`config.mk`:
```
export PLATFORM = sky130hd
export DESIGN_NAME = reg_map
export DESIGN_NICKNAME = d
export VERILOG_FILES = /design/src/rtl/reg_map.sv
export SDC_FILE = /design/constraint.sdc
export NUM_CORES = 1
export LEC_CHECK = 0
export ABC_AREA = 1
export ABC_CLOCK_PERIOD_IN_PS = 800
export CAP_MARGIN = 20
export CORE_MARGIN = 2
export CORE_UTILIZATION = 47
export DETAILED_ROUTE_END_ITERATION = 8
export MAX_ROUTING_LAYER = met4
export PLACE_DENSITY = 0.75
export SLEW_MARGIN = 10
export SYNTH_ARGS = -nofsm -noshare
export SYNTH_HDL_FRONTEND = slang
export SYNTH_SLANG_ARGS = --single-unit
```
`constraint.sdc`:
```
create_clock -name clk -period 0.8 [get_ports clk]
set_input_delay 0.08 -clock clk [delete_from_list [all_inputs] [get_ports clk]]
set_output_delay 0.08 -clock clk [all_outputs]
set_load 0.01 [all_outputs]
```
`src/rtl/reg_map.sv`:
```
// reg_map: ten 8-bit equalizer band gains written through a single-cycle write port
module reg_map (
  input  logic       clk,
  input  logic       rst_n,
  input  logic       we,
  input  logic [7:0] addr,
  input  logic [7:0] data_in,
  output logic [7:0] gain_1,
  output logic [7:0] gain_2,
  output logic [7:0] gain_3,
  output logic [7:0] gain_4,
  output logic [7:0] gain_5,
  output logic [7:0] gain_6,
  output logic [7:0] gain_7,
  output logic [7:0] gain_8,
  output logic [7:0] gain_9,
  output logic [7:0] gain_10
);
  logic [7:0] r_gain [10];
  logic       w_hit;
  assign w_hit = we && (addr < 8'd10);
  always_ff @(posedge clk or negedge rst_n)
    if (!rst_n) r_gain <= '{default: 8'h00};
    else if (w_hit) r_gain[addr[3:0]] <= data_in;
  assign gain_1  = r_gain[0];
  assign gain_2  = r_gain[1];
  assign gain_3  = r_gain[2];
  assign gain_4  = r_gain[3];
  assign gain_5  = r_gain[4];
  assign gain_6  = r_gain[5];
  assign gain_7  = r_gain[6];
  assign gain_8  = r_gain[7];
  assign gain_9  = r_gain[8];
  assign gain_10 = r_gain[9];
endmodule

```
==> metrics, run 1 <==
status=finished with violations; failing checks=negative setup slack; routed len/inst=19.9 um; post-synthesis simple-gate area fraction=0.369; IO buf count=98; slowest CP cell=dfrtp_1; WS Path Type=reg2out; Via-to-Cell Ratio=5.85; worst-path cell chain=buf_6; CP delay by family, top=flip-flops; DP Area=5150 um^2; post-route minimum period=1070 ps; LEAKAGE=3.23 nW; Fillers=390; num rows=31; # setup viols final=110; antenna-violating nets left=0; f_max=934 MHz; Synth cell types=13; Final Util=0.821; Die Y=89.7 um; clock transition at the registers of the reported paths=90 ps; Initial Utilization=0.481; GRT Util Overall=0.305; Worst EP arrival=990 ps; TritonCTS clock tree=done; TritonCTS buffer count=9; Clk Latency, worst-skew pair=350 ps; Worst-Margin Slew=237 ps; critical path fanouts, max=2; pin count of the biggest net entering global routing=44; initial antenna violation count=1; vias in the first global route=3,553; Clock Skew=0 ps; First-pass DRT Iterations=5; worst rel slew slack=0.842; peak supply drop=0.00101 V; core region area=7180 um^2; DRT iter0 DRCs=427; DR top layer=met4; DR WL met2=6.65 mm; clk sinks=80; Post-Syn Area=3450 um^2; final hold violation count=0; first-pass GRT wire length=17.8 mm; largest family of logic cells by synthesized area=simple AND/OR/NAND/NOR gates; Net Count, Synth=403; Detail Placement HPWL=6.67 mm; synthesized netlist cell count=384; Max clock buf depth=2; WL final=13.7 mm; setup ws final=-270 ps; Setup crit end kind=output port; Req. time, crit path=720 ps; Die X=89.7 um; Synth Area in XOR/XNOR=0; commonest non-fill, non-tap cells in the layout=nand2_1, nand4_1, dfrtp_1, buf_2, buf_4; fin crit share=1.34; grt ovf=0; Synth Area in Compound Gates=0.00254; Die ar.=8040 um^2; max_cap viols=0; setup TNS=-15,010 ps; Root Buffer=clkbuf_8; startpoint types=register; most common cell after layout, fill and taps aside=nand2_1; Slew Limit Fails=0; Crit path largest cell delay=470 ps; area delta synth->final=70.7%; flops & latches, synth=80; IO Count=99; WL met1=5.00 mm; sequential area share after synthesis=0.580; unrepaired setup endpoints after global routing=true; post-route cell area=5890 um^2; syn avg cell area=8.99 um^2; Place WS=-817 ps; RD Place Congestion=0.849; drt drc=0; Pwr Density=1550 nW/um^2; post-synthesis adder-cell area fraction=0; Worst Path Buf+Inv=1; Yosys Warn Count=0; H-tree depth=3; via count=4,030; share of post-route cells with drive strength above 1=0.503; Hold/Removal Path Class=in2async; post-synthesis mux area share=0; Nets=603; met3 WL=1.30 mm
per-stage QoR:
step,hold slack (ps),std cells,power (mW)
floorplan,-216,384,4.76
global placement,70.8,625,5.53
detailed placement,73.8,625,5.56
CTS,241,668,8.84
global route,279,689,9.38
finish,244,689,9.11
sequential cells by signal (all words and copies together) (netlist names):
register	cells
gain_10	8
gain_1	8
gain_2	8
gain_3	8
gain_4	8
gain_5	8
gain_6	8
gain_7	8
gain_8	8
gain_9	8
layout make-up:
cell class / count / area (um^2) / area share
antenna: 1 / 2.50 / 0.000425
clock buffer: 9 / 124 / 0.0210
clock inverter: 7 / 95.1 / 0.0161
inverter: 6 / 25.0 / 0.00425
multi-input combinational: 272 / 1600 / 0.271
sequential: 80 / 2000 / 0.340
tap: 99 / 124 / 0.0210
timing repair buffer: 215 / 1920 / 0.326
synthesized netlist by cell type, drive strengths merged:
cell type  instances  area [um^2]
clkbuf             8         30.0
nor2              12         77.6
o21ai              1         8.76
buf               18          115
nand4             80          500
nand3             10         60.1
dfrtp             80         2000
inv                6         22.5
nand2            169          634
metal layers:
metal,vias up,global-route usage
met2,305,0.485
met1,1918,0.398
li1,1713,-
met3,94,0.0548
met4,0,0.103
met5,-,-
power breakdown:
group | switching, mW | internal, mW
Sequential | 0.0965 | 4.17
Clock | 1.61 | 1.76
Combinational | 0.781 | 0.692
worst paths after layout:
kind | startpoint | end | slack, ps | cells after the start
worst max-delay path | gain_3[6]$_DFFE_PN0P_ | gain_3[6] | -270 | 1
worst min-delay path | rst_n | gain_5[5]$_DFFE_PN0P_ | 240 | 3
worst max register to register | gain_2[7]$_DFFE_PN0P_ | gain_2[7]$_DFFE_PN0P_ | -140 | 4
worst min register to register | gain_10[2]$_DFFE_PN0P_ | gain_10[2]$_DFFE_PN0P_ | 480 | 2
max in group asynchronous | rst_n | gain_10[7]$_DFFE_PN0P_ | 320 | 3
min in group clk | addr[0] | gain_10[2]$_DFFE_PN0P_ | 300 | 6
what timing repair did:
item	in CTS	in global routing
gates cloned	4	2
gates resized for setup	404	89
hold endpoints to repair	80	0
hold buffers	1	0
setup buffers	37	35
pin swaps	14	34
setup endpoints to repair	160	160
cell families (layout without fill, tap and decap cells):
logic type	Yosys count	count (layout)
simple gates	271	271
flops	80	80
buf+inv	32	237
compound gates	1	1
other cells	0	1
No activity file was read; power rests on OpenSTA's default activity.
==> run 2, diff against run 1 <==
- HOLD_SLACK_MARGIN: unset -> 0.02
==> results of run 2 <==
Same layout as run 1: the final DEF is identical, and so are final timing and power.
